==> src/rtl/inst_sram_like_resp_if.sv <==
// rtl/inst_sram_like_resp_if.sv - SRAM-like request/response bus (req/addr_ok/data_ok)
interface inst_sram_like_resp_if;
    logic        req;
    logic        wr;
    logic [1:0]  size;
    logic [3:0]  wstrb;
    logic [31:0] addr;
    logic [31:0] wdata;
    logic        addr_ok;
    logic        data_ok;
    logic [31:0] rdata;

    modport master (
        output req, wr, size, wstrb, addr, wdata,
        input  addr_ok, data_ok, rdata
    );

    modport slave (
        input  req, wr, size, wstrb, addr, wdata,
        output addr_ok, data_ok, rdata
    );
endinterface

==> src/rtl/inst_sram_like_resp.sv <==
// rtl/inst_sram_like_resp.sv - SRAM-like responder: accepts requests, drives a sync RAM, returns in-order data_ok
module inst_sram_like_resp #(
    parameter int MAX_OUTSTANDING = 2,
    parameter int DATA_LAT        = 1,
    parameter int MEM_AW          = 16
) (
    input  logic                 clk,
    input  logic                 reset,
    inst_sram_like_resp_if.slave bus,
    input  logic                 addr_stall,
    input  logic                 data_stall,
    output logic                 ram_en,
    output logic [3:0]           ram_we,
    output logic [MEM_AW-1:0]    ram_addr,
    output logic [31:0]          ram_wdata,
    input  logic [31:0]          ram_rdata
);
    localparam int PW = (MAX_OUTSTANDING > 1) ? $clog2(MAX_OUTSTANDING) : 1;
    localparam int CW = PW + 1;
    localparam logic [CW-1:0] MAX_CNT  = CW'(MAX_OUTSTANDING);
    localparam logic [PW-1:0] LAST_IDX = PW'(MAX_OUTSTANDING - 1);
    localparam logic [3:0]    LAT      = 4'(DATA_LAT);

    logic [CW-1:0]              count;
    logic [PW-1:0]              head;
    logic [PW-1:0]              tail;
    logic [MAX_OUTSTANDING-1:0] ent_v;
    logic [MAX_OUTSTANDING-1:0] ent_cap;
    logic                       ent_wr   [MAX_OUTSTANDING];
    logic [31:0]                ent_data [MAX_OUTSTANDING];
    logic [2:0]                 ent_age  [MAX_OUTSTANDING];
    logic                       cap_pend;
    logic [PW-1:0]              cap_idx;

    logic        acc;
    logic        pop;
    logic        head_cap_now;
    logic [3:0]  head_age1;
    logic        head_ready;
    logic [31:0] head_data;
    logic        unused_bits;

    function automatic logic [PW-1:0] ptr_next(input logic [PW-1:0] p);
        return (p == LAST_IDX) ? '0 : p + 1'b1;
    endfunction

    assign bus.addr_ok = !reset && !addr_stall && (count < MAX_CNT);
    assign acc         = bus.req && bus.addr_ok;

    assign ram_en    = acc;
    assign ram_we    = (acc && bus.wr) ? bus.wstrb : 4'b0;
    assign ram_addr  = bus.addr[MEM_AW+1:2];
    assign ram_wdata = bus.wdata;

    // The RAM word for the newest entry is only on ram_rdata during the cycle after
    // acceptance; forward it so a head entry can respond in that same cycle.
    assign head_cap_now = cap_pend && (cap_idx == head);
    assign head_age1    = {1'b0, ent_age[head]} + 4'd1;
    assign head_ready   = ent_v[head] && (ent_cap[head] || head_cap_now) && (head_age1 >= LAT);
    assign head_data    = ent_cap[head] ? ent_data[head] : (ent_wr[head] ? 32'h0 : ram_rdata);

    assign pop          = head_ready && !data_stall;
    assign bus.data_ok  = pop;
    assign bus.rdata    = pop ? head_data : 32'h0;

    assign unused_bits = ^{bus.size, bus.addr[31:MEM_AW+2], bus.addr[1:0]};

    always_ff @(posedge clk or posedge reset) begin
        if (reset) begin
            count    <= '0;
            head     <= '0;
            tail     <= '0;
            ent_v    <= '0;
            ent_cap  <= '0;
            cap_pend <= 1'b0;
            cap_idx  <= '0;
        end else begin
            if (pop) begin
                ent_v[head] <= 1'b0;
                head        <= ptr_next(head);
            end
            if (cap_pend) begin
                ent_cap[cap_idx] <= 1'b1;
            end
            if (acc) begin
                ent_v[tail]   <= 1'b1;
                ent_cap[tail] <= 1'b0;
                tail          <= ptr_next(tail);
            end
            cap_pend <= acc;
            cap_idx  <= tail;
            case ({acc, pop})
                2'b10:   count <= count + 1'b1;
                2'b01:   count <= count - 1'b1;
                default: count <= count;
            endcase
        end
    end

    always_ff @(posedge clk) begin
        for (int i = 0; i < MAX_OUTSTANDING; i++) begin
            if (ent_age[i] != 3'd7) begin
                ent_age[i] <= ent_age[i] + 3'd1;
            end
        end
        if (cap_pend) begin
            ent_data[cap_idx] <= ent_wr[cap_idx] ? 32'h0 : ram_rdata;
        end
        if (acc) begin
            ent_age[tail]  <= 3'd0;
            ent_wr[tail]   <= bus.wr;
            ent_data[tail] <= 32'h0;
        end
    end
endmodule

==> src/flat_wrapper.sv <==
// flat-port wrapper written by rule: the top's interface ports become plain ports
module inst_sram_like_resp_flat 
#(
    parameter int MAX_OUTSTANDING = 2,
    parameter int DATA_LAT        = 1,
    parameter int MEM_AW          = 16
)
  (clk, reset, addr_stall, data_stall, ram_en, ram_we, ram_addr, ram_wdata, ram_rdata, bus_req, bus_wr, bus_size, bus_wstrb, bus_addr, bus_wdata, bus_addr_ok, bus_data_ok, bus_rdata);
  inst_sram_like_resp_if bus_i ();
  input  logic clk;
  input  logic reset;
  input  logic addr_stall;
  input  logic data_stall;
  output logic ram_en;
  output logic [3:0] ram_we;
  output logic [MEM_AW-1:0] ram_addr;
  output logic [31:0] ram_wdata;
  input  logic [31:0] ram_rdata;
  input wire logic [$bits(bus_i.req)-1:0] bus_req;
  input wire logic [$bits(bus_i.wr)-1:0] bus_wr;
  input wire logic [$bits(bus_i.size)-1:0] bus_size;
  input wire logic [$bits(bus_i.wstrb)-1:0] bus_wstrb;
  input wire logic [$bits(bus_i.addr)-1:0] bus_addr;
  input wire logic [$bits(bus_i.wdata)-1:0] bus_wdata;
  output wire logic [$bits(bus_i.addr_ok)-1:0] bus_addr_ok;
  output wire logic [$bits(bus_i.data_ok)-1:0] bus_data_ok;
  output wire logic [$bits(bus_i.rdata)-1:0] bus_rdata;
  assign bus_i.req = bus_req;
  assign bus_i.wr = bus_wr;
  assign bus_i.size = bus_size;
  assign bus_i.wstrb = bus_wstrb;
  assign bus_i.addr = bus_addr;
  assign bus_i.wdata = bus_wdata;
  assign bus_addr_ok = bus_i.addr_ok;
  assign bus_data_ok = bus_i.data_ok;
  assign bus_rdata = bus_i.rdata;
  inst_sram_like_resp #(.MAX_OUTSTANDING(MAX_OUTSTANDING), .DATA_LAT(DATA_LAT), .MEM_AW(MEM_AW)) u_core (.clk(clk), .reset(reset), .bus(bus_i), .addr_stall(addr_stall), .data_stall(data_stall), .ram_en(ram_en), .ram_we(ram_we), .ram_addr(ram_addr), .ram_wdata(ram_wdata), .ram_rdata(ram_rdata));
endmodule
==> config.mk <==
export PLATFORM = sky130hd
export DESIGN_NAME = inst_sram_like_resp_flat
export DESIGN_NICKNAME = d
export VERILOG_FILES = /design/src/rtl/inst_sram_like_resp_if.sv /design/src/rtl/inst_sram_like_resp.sv /design/src/flat_wrapper.sv
export SDC_FILE = /design/constraint.sdc
export NUM_CORES = 1
export LEC_CHECK = 0
export ABC_AREA = 1
export ABC_CLOCK_PERIOD_IN_PS = 2100
export BUFFER_PORTS_ARGS = -buffer_cell sky130_fd_sc_hd__buf_2
export CELL_PAD_IN_SITES_DETAIL_PLACEMENT = 1
export CELL_PAD_IN_SITES_GLOBAL_PLACEMENT = 2
export CORE_MARGIN = 3
export CORE_UTILIZATION = 24
export DETAILED_ROUTE_END_ITERATION = 10
export GPL_ROUTABILITY_DRIVEN = 0
export PLACE_DENSITY_LB_ADDON = 0.05
export SLEW_MARGIN = 20
export SYNTH_ARGS = -nofsm -noshare
export SYNTH_HDL_FRONTEND = slang
export SYNTH_SLANG_ARGS = --single-unit
==> constraint.sdc <==
create_clock -name clk -period 2.1 [get_ports clk]
set_input_delay 0 -clock clk [delete_from_list [all_inputs] [get_ports clk]]
set_output_delay 0 -clock clk [all_outputs]
set_load 0.1 [all_outputs]
; Yosys cells after proc, flatten, opt, wreduce, memory -nomap -nowiden
; Memories as Yosys holds them, arrays and structs flattened.
; Index checks and enable logic that the tools add are counted.
[totals]
ff_bits = 10
ramBits = 72
input_bits = 108
out_inout_bits = 87
elab_cells = 82
n_memories = 3
[op_classes]
add_sub_neg = 7
magnitude_cmp = 8
eq_ne = 5
muxes = 30
n_bitwise = 6
n_reduce_logical = 16
[memory_table]
columns = memory, words, word_bits, read_ports, rd_clocked_by_memory_dff, write_ports, line
row1 = u_core.ent_data, 2, 32, 1, 0, 2, inst_sram_like_resp.sv:30  ; logic [31:0] ent_data [MAX_OUTSTANDING];
row2 = u_core.ent_age, 2, 3, 3, 0, 3, inst_sram_like_resp.sv:31  ; logic [2:0] ent_age [MAX_OUTSTANDING];
row3 = u_core.ent_wr, 2, 1, 2, 0, 1, inst_sram_like_resp.sv:29  ; logic ent_wr [MAX_OUTSTANDING];
[op_table]
columns = cell, n
row1 = 32-bit two-way mux, 4
row2 = 1-bit two-way mux, 17
row3 = 1-bit logical AND, 11
row4 = 2-bit two-way mux, 4
row5 = 3-bit by 1-bit adder with 3-bit output (second input constant), 2
row6 = 1-bit by 2-bit < comparator with 1-bit output (second input constant), 3
row7 = 3-bit != test (second input constant), 2
row8 = 3-bit by 1-bit adder with 4-bit output (second input constant), 1
row9 = 2-bit bitwise AND, 2
row10 = 4-bit by 1-bit >= comparator with 1-bit output (second input constant), 1
row11 = 4-bit two-way mux, 1
row12 = 2-bit inverter, 2
row13 = 2-bit bitwise OR, 2
row14 = 2-bit one-hot mux with 2 select lines, 1
row15 = 1-bit demux with 1-bit select, 3
row16 = 1-bit >= comparator (second input constant), 3
row17 = 1-bit zero test, 3
row18 = 1-bit adder (second input constant), 2
row19 = 2-bit by 1-bit adder with 2-bit output (second input constant), 1
row20 = 2-bit by 1-bit == test with 1-bit output (second input constant), 1
row21 = 2-bit == test (second input constant), 1
row22 = 2-bit < comparator (second input constant), 1
row23 = 2-bit nonzero test, 1
row24 = 2-bit by 1-bit subtractor with 2-bit output (second input constant), 1
row25 = 2 further kinds, 2

; Longest topological paths before layout
; Gate-level depths: netlist (run 1).
[depth]
depth_word = 9
depth_mapped = 11
ltp_nobuf = 10

; Least setup slack after synthesis (run 1)
; Ideal clock, no wire load.
[synth_timing]
path_kind = reg-to-output
from = reg u_core.count[1]
to = out ram_we[0]
arrival_ns = 5.095
required_ns = 2.100
path_slack_ns = -2.995
stages_incl_launch_ff = 6
path_buffers = 0
path_cell_list = dfrtp_1 -> nor3_1 -> nand2_1 -> inv_1 -> nand2_1 -> nor2_1
[synth_via]
elab_chain_len = 5
[synth_lines]
columns = element, line
row1 = from (decl), inst_sram_like_resp.sv:24  ; logic [CW-1:0] count;
row2 = from (signal assigned), inst_sram_like_resp.sv:93  ; 2'b10: count <= count + 1'b1;
row3 = from (signal assigned), inst_sram_like_resp.sv:94  ; 2'b01: count <= count - 1'b1;
row4 = from (signal assigned), inst_sram_like_resp.sv:95  ; default: count <= count;
row5 = 2-bit < comparator, inst_sram_like_resp.sv:47  ; assign bus.addr_ok = !reset && !addr_stall && (count < MAX_CNT);
row6 = 1-bit logical AND, inst_sram_like_resp.sv:47
row7 = named net bus_addr_ok, flat_wrapper.sv:25  ; output wire logic [$bits(bus_i.addr_ok)-1:0] bus_addr_ok;
row8 = 1-bit logical AND, inst_sram_like_resp.sv:48  ; assign acc = bus.req && bus.addr_ok;
row9 = named net ram_en, flat_wrapper.sv:14  ; output logic ram_en;
row10 = 1-bit logical AND, inst_sram_like_resp.sv:51  ; assign ram_we = (acc && bus.wr) ? bus.wstrb : 4'b0;
row11 = 4-bit two-way mux, inst_sram_like_resp.sv:51
row12 = to (decl), flat_wrapper.sv:15  ; output logic [3:0] ram_we;
; The timed path passes the listed nets, and every way through them passes these cells.

; Worst setup path after layout (run 1)
[layout_timing]
from = reg u_core.head
to = out bus_rdata[8]
[layout_via]
elab_chain_len = 7
word_cells_on_any_way = 18
classes_between = add/sub (1) / order compare (1) / eq/ne (1) / mux (7) / reduce/logical (5) / memory (3)
[layout_lines]
columns = element, line
row1 = from (decl), inst_sram_like_resp.sv:25  ; logic [PW-1:0] head;
row2 = from (signal assigned), inst_sram_like_resp.sv:80  ; head <= ptr_next(head);
row3 = "parallel branches: the longest is 6 deep, another holds 3-bit by 1-bit adder with 4-bit output", --
row4 = 32-bit two-way mux (*), inst_sram_like_resp.sv:64  ; assign bus.rdata = pop ? head_data : 32'h0;
row5 = to (decl), flat_wrapper.sv:27  ; output wire logic [$bits(bus_i.rdata)-1:0] bus_rdata;
; Mark *: on every way between the ends. The select of a mux whose other input is x is not followed.

==> key figures, run 1 <==
Synthesis
  – Mapped Area: 4270 µm²
  – Count leader, synth: nand2_1
  – Area leader, netlist: dfxtp_1
  – Mapped Cells: 643
  – Post-Synth Simple-Gate Area: between 20% and 30%
  – Synth Area in XOR/XNOR: 0.411%
  – Synth top area cells: dfxtp_1, nand2_1, buf_4
  – Syn Nets: 752
  – Post-synth EDFFs: 2
  – Top post-synthesis cells by count: nand2_1, inv_1, a21oi_1
  – Synthesized area per cell: 6.63 µm²
  – Ys flop type: dfxtp_1
  – Sequential share of the synthesized area: roughly 37%
  – Distinct cells, synth: 26
  – Largest family of logic cells by synthesized area: simple AND/OR/NAND/NOR gates
  – Register bit total from synthesis: 76
  – Post-synthesis mux area share: 0%
  – Async S/R FF share, synth: 13.2%
  – Synth Area in Adders: 0.293%
  – Share of the synthesized area in the top cell type: a little under a third
  – Yosys synthesis warning count: 0
  – Compound-cell area share of the yosys netlist: 16.4%

Clock tree
  – CTS tree: yes
  – Clock buffer depth: 2
  – # clock sinks: 76
  – Worst-Skew Late Latency: 340 ps
  – CTS clk-pin slew, worst paths: 60 ps
  – CTS buffer count: 9
  – H-tree levels: 3
  – CTS Root Cell: clkbuf_16

STA
  – Final clock skew: between 4 and 5 ps
  – Final Slew Violations: 0
  – Fin crit share: 98.6%
  – Fmax: 483 MHz
  – Setup_tns: 0 ps
  – Post-layout min period: 2070 ps
  – Slew @ Worst Pin: 491 ps
  – Setup violators final: 0
  – Final count of hold timing violations: 0
  – Min Hold Slack: 0.0330 ps
  – Slew HR: a little under 70%
  – RSZ-0062 raised after global routing: yes

Worst hold path
  – Hold endpoint: ram_addr[8]
  – Worst Hold Launch: bus_addr[10]
  – Worst hold path type: in2out
  – Hold depth: 0

Die
  – Core Region: approximately 17,000 µm²
  – I/O pin cnt: 195
  – Die ar.: 19,400 µm²
  – Width of the die: 139 µm
  – Rows: between 40 and 50
  – Vert. Die Dim: 139 µm
  – Starting Density: 24.6%

Setup path
  – Crit path kind: reg2out
  – Worst Reg-to-Reg Cells: 10
  – FF-to-FF setup slack: roughly 230 ps
  – Critical Path AT: 2070 ps
  – CP required: 2100 ps
  – Startpoint types: register
  – Worst reg2reg path endpoint: u_core.count[1]$_DFFE_PP0P_
  – CP Capture Type: output port
  – R2R Path Start: u_core.head$_DFFE_PP0P_
  – CP max FO: 5

Global route
  – Gr usage total: between 10% and 20%
  – Grt ovf: 0
  – Largest net degree at the start of global routing: 60
  – Vias in the first global route: between 4,000 and 5,000
  – Initial antenna violation count: 0
  – First-pass GRT wire length: 23.9 mm

Power and ir drop
  – Pwr dens: 1490 nW/µm²
  – P_leak: 2.86 nW
  – VDD IR-drop max: 0.000828 V

Routing
  – Drt wl/cell: 16.2 µm
  – Number of iterations in the first detailed-routing pass: 4
  – Residual DRC: 0
  – Final wirelength: approximately 15 mm
  – Vias per cell: approximately 4.6
  – Post-route ant nets: 0
  – Initial drt markers: 148
  – Via count: approximately 4,400

Placed design
  – Final HPWL DP: slightly below 10 mm
  – Dpl cells: 880
  – I/O Buffers: 80

Final layout
  – Area Overhead vs Synth: 50.1%
  – Ant diodes: 0
  – Fill cell count: ~2,100
  – Storage element area: 1590 µm²
  – Share of cells above drive strength 1: 28.4%
  – Post-Layout Cell Count: ~940
  – Multi-input logic area: 2270 µm²
  – Nets: 821

Run
  – Maximum capacitance violations: 0

Outcome
  – Status: finished clean
cells in the final DEF (no fill, tap or decap), types with 3 or more instances in the layout:
cell,n
nand2_1,177
inv_1,75
dfxtp_1,64
o21ai_0,63
buf_2,47
nand3_1,43
buf_12,43
a21oi_1,35
dlygate4sd3_1,32
a21oi_2,19
a21oi_4,15
nand3_2,14
buf_4,14
clkbuf_16,10
dfrtp_1,9
nand3_4,7
buf_6,6
nor2_4,5
o21ai_1,4
inv_2,4
nand2_4,3
nor2_1,3
worst max-delay path, stage by stage, from the launching register on:
cell     delay, ps
dfrtp_2        440
buf_8          130
or2_4          230
o21ai_4         90
buf_12         150
buf_12          90
buf_12         140
nand3_2         70
a21oi_2        190
buf_12         190
worst max-delay path by stage:
stage | start | to | slack (ps) | cells past startpoint
final | u_core.head$_DFFE_PP0P_ | bus_rdata[8] | 30 | 9
after global routing | u_core.head$_DFFE_PP0P_ | bus_rdata[14] | -50 | 8
after CTS | u_core.head$_DFFE_PP0P_ | bus_rdata[17] | -20 | 8
after detailed placement | u_core.head$_DFFE_PP0P_ | u_core.count[1]$_DFFE_PP0P_ | 100 | 10
after global placement | u_core.head$_DFFE_PP0P_ | u_core.count[1]$_DFFE_PP0P_ | 150 | 10
after floorplan | u_core.count[1]$_DFFE_PP0P_ | ram_we[0] | -450 | 5
timing repair:
action	4_1_cts	5_1_grt
hold buffers	32	0
endpoints found under the hold margin	49	0
pin swaps	4	23
setup buffers	9	3
gates cloned	3	1
gates resized for setup	13	48
endpoints found under the setup margin	32	32
cells by family (layout without fill, tap and decap cells):
family                     after synthesis  after routing
DFF                                     76             76
and+or+nand+nor                        258            258
adders and majority gates                1              1
buffers and inverters                  169            242
AOI/OAI and AO/OA                      137            137
xor gates and xnor gates                 2              2
power by group:
group | switching (W) | internal [W] | leakage (nW)
Sequential | 0.000315 | 0.00215 | 0.676
Combinational | 0.00360 | 0.00206 | 2.04
Clock | 0.000595 | 0.000855 | 0.135
Total | 0.00451 | 0.00506 | 2.86
metal layers:
| metal | global-route usage [%] | up-vias | routed length, µm |
|---|---|---|---|
| li1 | - | 2136 | - |
| met1 | 19.3 | 2111 | 6980 |
| met2 | 26.5 | 83 | 7510 |
| met3 | 2.89 | 29 | 477 |
| met4 | 4.74 | 0 | 242 |
| met5 | 0 | - | 0 |
flip-flops by register name, indices dropped and copies added, names as in the netlist:
register / cells
u_core.cap_pend: 1
u_core.ent_wr: 2
u_core.head: 1
u_core.ent_v: 2
u_core.tail: 1
u_core.ent_cap: 2
u_core.count: 2
u_core.cap_idx: 1
u_core.ent_data: 64
stage by stage:
| step | total power (W) | area, µm² | utilization [%] | worst slack, ps |
|---|---|---|---|---|
| finish | 0.00957 | 6400 | 36.9 | 29.5 |
| global route | 0.0103 | 6400 | 36.9 | -49.5 |
| CTS | 0.00930 | 6140 | 35.4 | -24.7 |
| detailed placement | 0.00728 | 5310 | 30.6 | 96.2 |
| global placement | 0.00716 | 5310 | 30.6 | 145 |
| floorplan | 0.00612 | 4460 | - | -445 |
area by class of cell:
cell class | instances | share of cell area (%)
inverters | 81 | 4.89
clock buffers | 13 | 4.06
flip-flops and latches | 76 | 24.9
multi-input cells | 398 | 35.5
clock inverters | 2 | 0.156
repair buffers | 146 | 26.1
well taps | 225 | 4.40
No activity file was read; power rests on OpenSTA's default activity.
==> run 2: changes to the inputs <==
--- a/config.mk
+++ b/config.mk
@@ -6,7 +6,7 @@
 export NUM_CORES = 1
 export LEC_CHECK = 0
 export ABC_AREA = 1
-export ABC_CLOCK_PERIOD_IN_PS = 2100
+export ABC_CLOCK_PERIOD_IN_PS = 2200
 export BUFFER_PORTS_ARGS = -buffer_cell sky130_fd_sc_hd__buf_2
 export CELL_PAD_IN_SITES_DETAIL_PLACEMENT = 1
 export CELL_PAD_IN_SITES_GLOBAL_PLACEMENT = 2
==> constraint.sdc (replaced) <==
create_clock -name clk -period 2.2 [get_ports clk]
set_input_delay 0 -clock clk [delete_from_list [all_inputs] [get_ports clk]]
set_output_delay 0 -clock clk [all_outputs]
set_load 0.1 [all_outputs]
==> run 2 against run 1 <==
Effect of this change:
- flip-flop and latch count stayed put
- sequential share of layout area increased by 2.1 points
- cell area down 7.8%
- routed wire length decreased by 6.7%
- register-to-register slack improved by 20 ps
- critical path type unchanged
==> key figures, run 2 (synthesis gave the netlist of run 1 again) <==
Setup path
  – R2R Path Start: u_core.head$_DFFE_PP0P_ (unchanged)
  – Worst reg2reg path endpoint: u_core.count[1]$_DFFE_PP0P_ (unchanged)
  – FF-to-FF setup slack: 250 ps (was 230 ps)
  – Crit path largest cell delay: 440 ps (about the same)
  – Startpoint types: register (unchanged)
  – Worst Reg-to-Reg Cells: 10 (unchanged)
  – Crit. Startpoint: u_core.head$_DFFE_PP0P_ (unchanged)
  – CP max stage cell: dfrtp_2 (unchanged)
  – CP Cell Sequence: buf_4, or2_2, o21ai_4, buf_8, nand3_1, a21oi_2, buf_12 (was buf_8, or2_4, o21ai_4, buf_12, buf_12, buf_12, nand3_2, a21oi_2, buf_12)
  – Critical Path End: bus_rdata[9] (was bus_rdata[8])
  – CP max FO: 17 (was 5)
  – Crit path kind: reg2out (unchanged)
  – CP required: 2200 ps (was 2100 ps)
  – CP Capture Type: output port (unchanged)
  – Critical Path AT: 2070 ps (about the same)

Final layout
  – Share of cells above drive strength 1: 23.6% (was 28.4%)
  – Multi-input logic area: 2000 µm² (was 2270 µm²)
  – Most frequent cells in the layout: nand2_1, inv_1, o21ai_0 (was nand2_1, inv_1, dfxtp_1)
  – Ant diodes: 0 (unchanged)
  – Commonest non-fill, non-tap cell in the layout: nand2_1 (unchanged)
  – Storage element area: 1590 µm² (unchanged)
  – Area Overhead vs Synth: 38.4% (was 50.1%)
  – Most flop-heavy register: u_core.ent_data (unchanged)
  – Fill cell count: 2,099 (was 2,074)
  – Core Util, Final: 34.0% (was 36.9%)
  – Number of flip-flops in the largest register: 64 (unchanged)
  – Nets: 808 (was 821)

Outcome
  – Status: finished clean (unchanged)

STA
  – Slew @ Worst Pin: 637 ps (was 491 ps)
  – Final clock skew: 5.69 ps (was 4.61 ps)
  – Final Slew Violations: 0 (unchanged)
  – RSZ-0062 raised after global routing: no (was yes)
  – Fmax: 482 MHz
  – Slew HR: 57.5% (was 67.2%)
  – Setup violators final: 0 (unchanged)
  – Post-layout min period: 2070 ps
  – Final count of hold timing violations: 0 (unchanged)
  – Fin crit share: a little over nine tenths
  – Setup ws final: 125 ps (was 29.5 ps)

Global route
  – Vias in the first global route: 4,432 (was 4,569)
  – Grt ovf: 0 (unchanged)
  – Initial antenna violation count: 0 (unchanged)
  – Largest net degree at the start of global routing: 46 (was 60)
  – First-pass GRT wire length: 23.0 mm (was 23.9 mm)
  – Gr usage total: 14.7% (was 15.3%)

Clock tree
  – CTS clk-pin slew, worst paths: 60 ps (about the same)
  – # clock sinks: 76 (unchanged)
  – CTS tree: yes (unchanged)
  – CTS buffer count: 9 (unchanged)
  – Clock buffer depth: 2 (unchanged)
  – CTS Root Cell: clkbuf_16 (unchanged)
  – Worst-Skew Late Latency: 330 ps (was 340 ps)
  – H-tree levels: 3 (unchanged)

Routing
  – Vias per cell: 4.51 (was 4.63)
  – Post-route ant nets: 0 (unchanged)
  – Number of iterations in the first detailed-routing pass: 4 (unchanged)
  – Drt wl/cell: 15.3 µm (was 16.2 µm)
  – Via count: 4,192 (was 4,359)
  – Initial drt markers: 164 (was 148)
  – Residual DRC: 0 (unchanged)
  – Final wirelength: 14.2 mm (was 15.2 mm)

Run
  – Maximum capacitance violations: 0 (unchanged)

Die
  – Starting Density: 24.6% (unchanged)
  – Rows: 48 (unchanged)
  – Die ar.: 19,400 µm² (unchanged)
  – Vert. Die Dim: 139 µm (unchanged)
  – Width of the die: 139 µm (unchanged)
  – I/O pin cnt: 195 (unchanged)
  – Core Region: 17,400 µm² (unchanged)

Worst hold path
  – Worst hold path type: in2out (unchanged)

Placed design
  – Pre-CTS WS: 197 ps (was 96.2 ps)
  – I/O Buffers: 80 (unchanged)
  – Final HPWL DP: 9.45 mm (was 9.61 mm)

Power and ir drop
  – P_leak: 2.71 nW (was 2.86 nW)
  – Pwr dens: 1420 nW/µm² (was 1490 nW/µm²)
  – VDD IR-drop max: 0.000548 V (was 0.000828 V)
==> run 2: cell count changes in the layout (fill, tap and decap cells not counted), moves of 7 or more <==
cell,change
a21oi_4,-13
nand3_1,+20
buf_12,-8
a21oi_2,+12
nand3_2,-13
nand3_4,-7
==> run 2: worst max-delay path, delay by kind of cell (launching register included) <==
kind | cells | cell delay [ps]
buffers and inverters | 3 | 570
DFF | 1 | 440
and+or+nand+nor | 2 | 420
AOI/OAI and AO/OA | 2 | 290
==> run 2: final cells by class <==
class	instances	share of cell area, %
clock buffer	15	4.54
clock inverter	1	0.509
inverter	81	5.26
multi-input combinational	398	33.9
sequential	76	27.0
tap	225	4.77
timing repair buffer	133	24.1
==> run 2: worst min-delay path by stage <==
stage / from / endpoint / cells past startpoint
floorplan: reset / u_core.cap_idx$_DFF_PP0_ / 1
global placement: bus_addr[5] / ram_addr[3] / 0
detailed placement: bus_addr[5] / ram_addr[3] / 0
CTS: bus_addr[5] / ram_addr[3] / 0
global route: bus_addr[2] / ram_addr[0] / 0
finish: bus_wdata[9] / ram_wdata[9] / 0
==> run 2: metal layers <==
layer | vias to the layer above | part of all wire, % | GRT usage, %
li1 | 2094 | - | -
met1 | 2002 | 47 | 18.4
met2 | 80 | 48 | 25.7
met3 | 16 | 4.1 | 3.78
met4 | 0 | 0.90 | 2.99
met5 | - | 0 | 0
==> run 2: power breakdown <==
part | total (W) | switching (W) | internal [W] | leakage [nW]
clock network | 0.00151 | 0.000571 | 0.000944 | 0.144
registers | 0.00234 | 0.000292 | 0.00205 | 0.676
logic | 0.00449 | 0.00300 | 0.00149 | 1.89
==> run 2: stage by stage <==
step	cell area (µm²)	instances	power (W)	TNS, ps	hold WS [ps]
CTS	5890	928	0.00851	0	0.681
global placement	5240	879	0.00672	0	0.681
finish	5900	929	0.00835	0	0.0330
detailed placement	5240	879	0.00684	0	0.681
global route	5900	929	0.00906	0	0.151
floorplan	4440	643	0.00582	-1080	-143
==> run 2: repair_timing <==
item / in CTS / in global routing
hold endpoints to repair: 54 / 0
setup buffers: 0 / 1
gates cloned: 0 / 0
endpoints found under the setup margin: 20 / 33
gates resized for setup: 7 / 0
hold buffers: 33 / 0
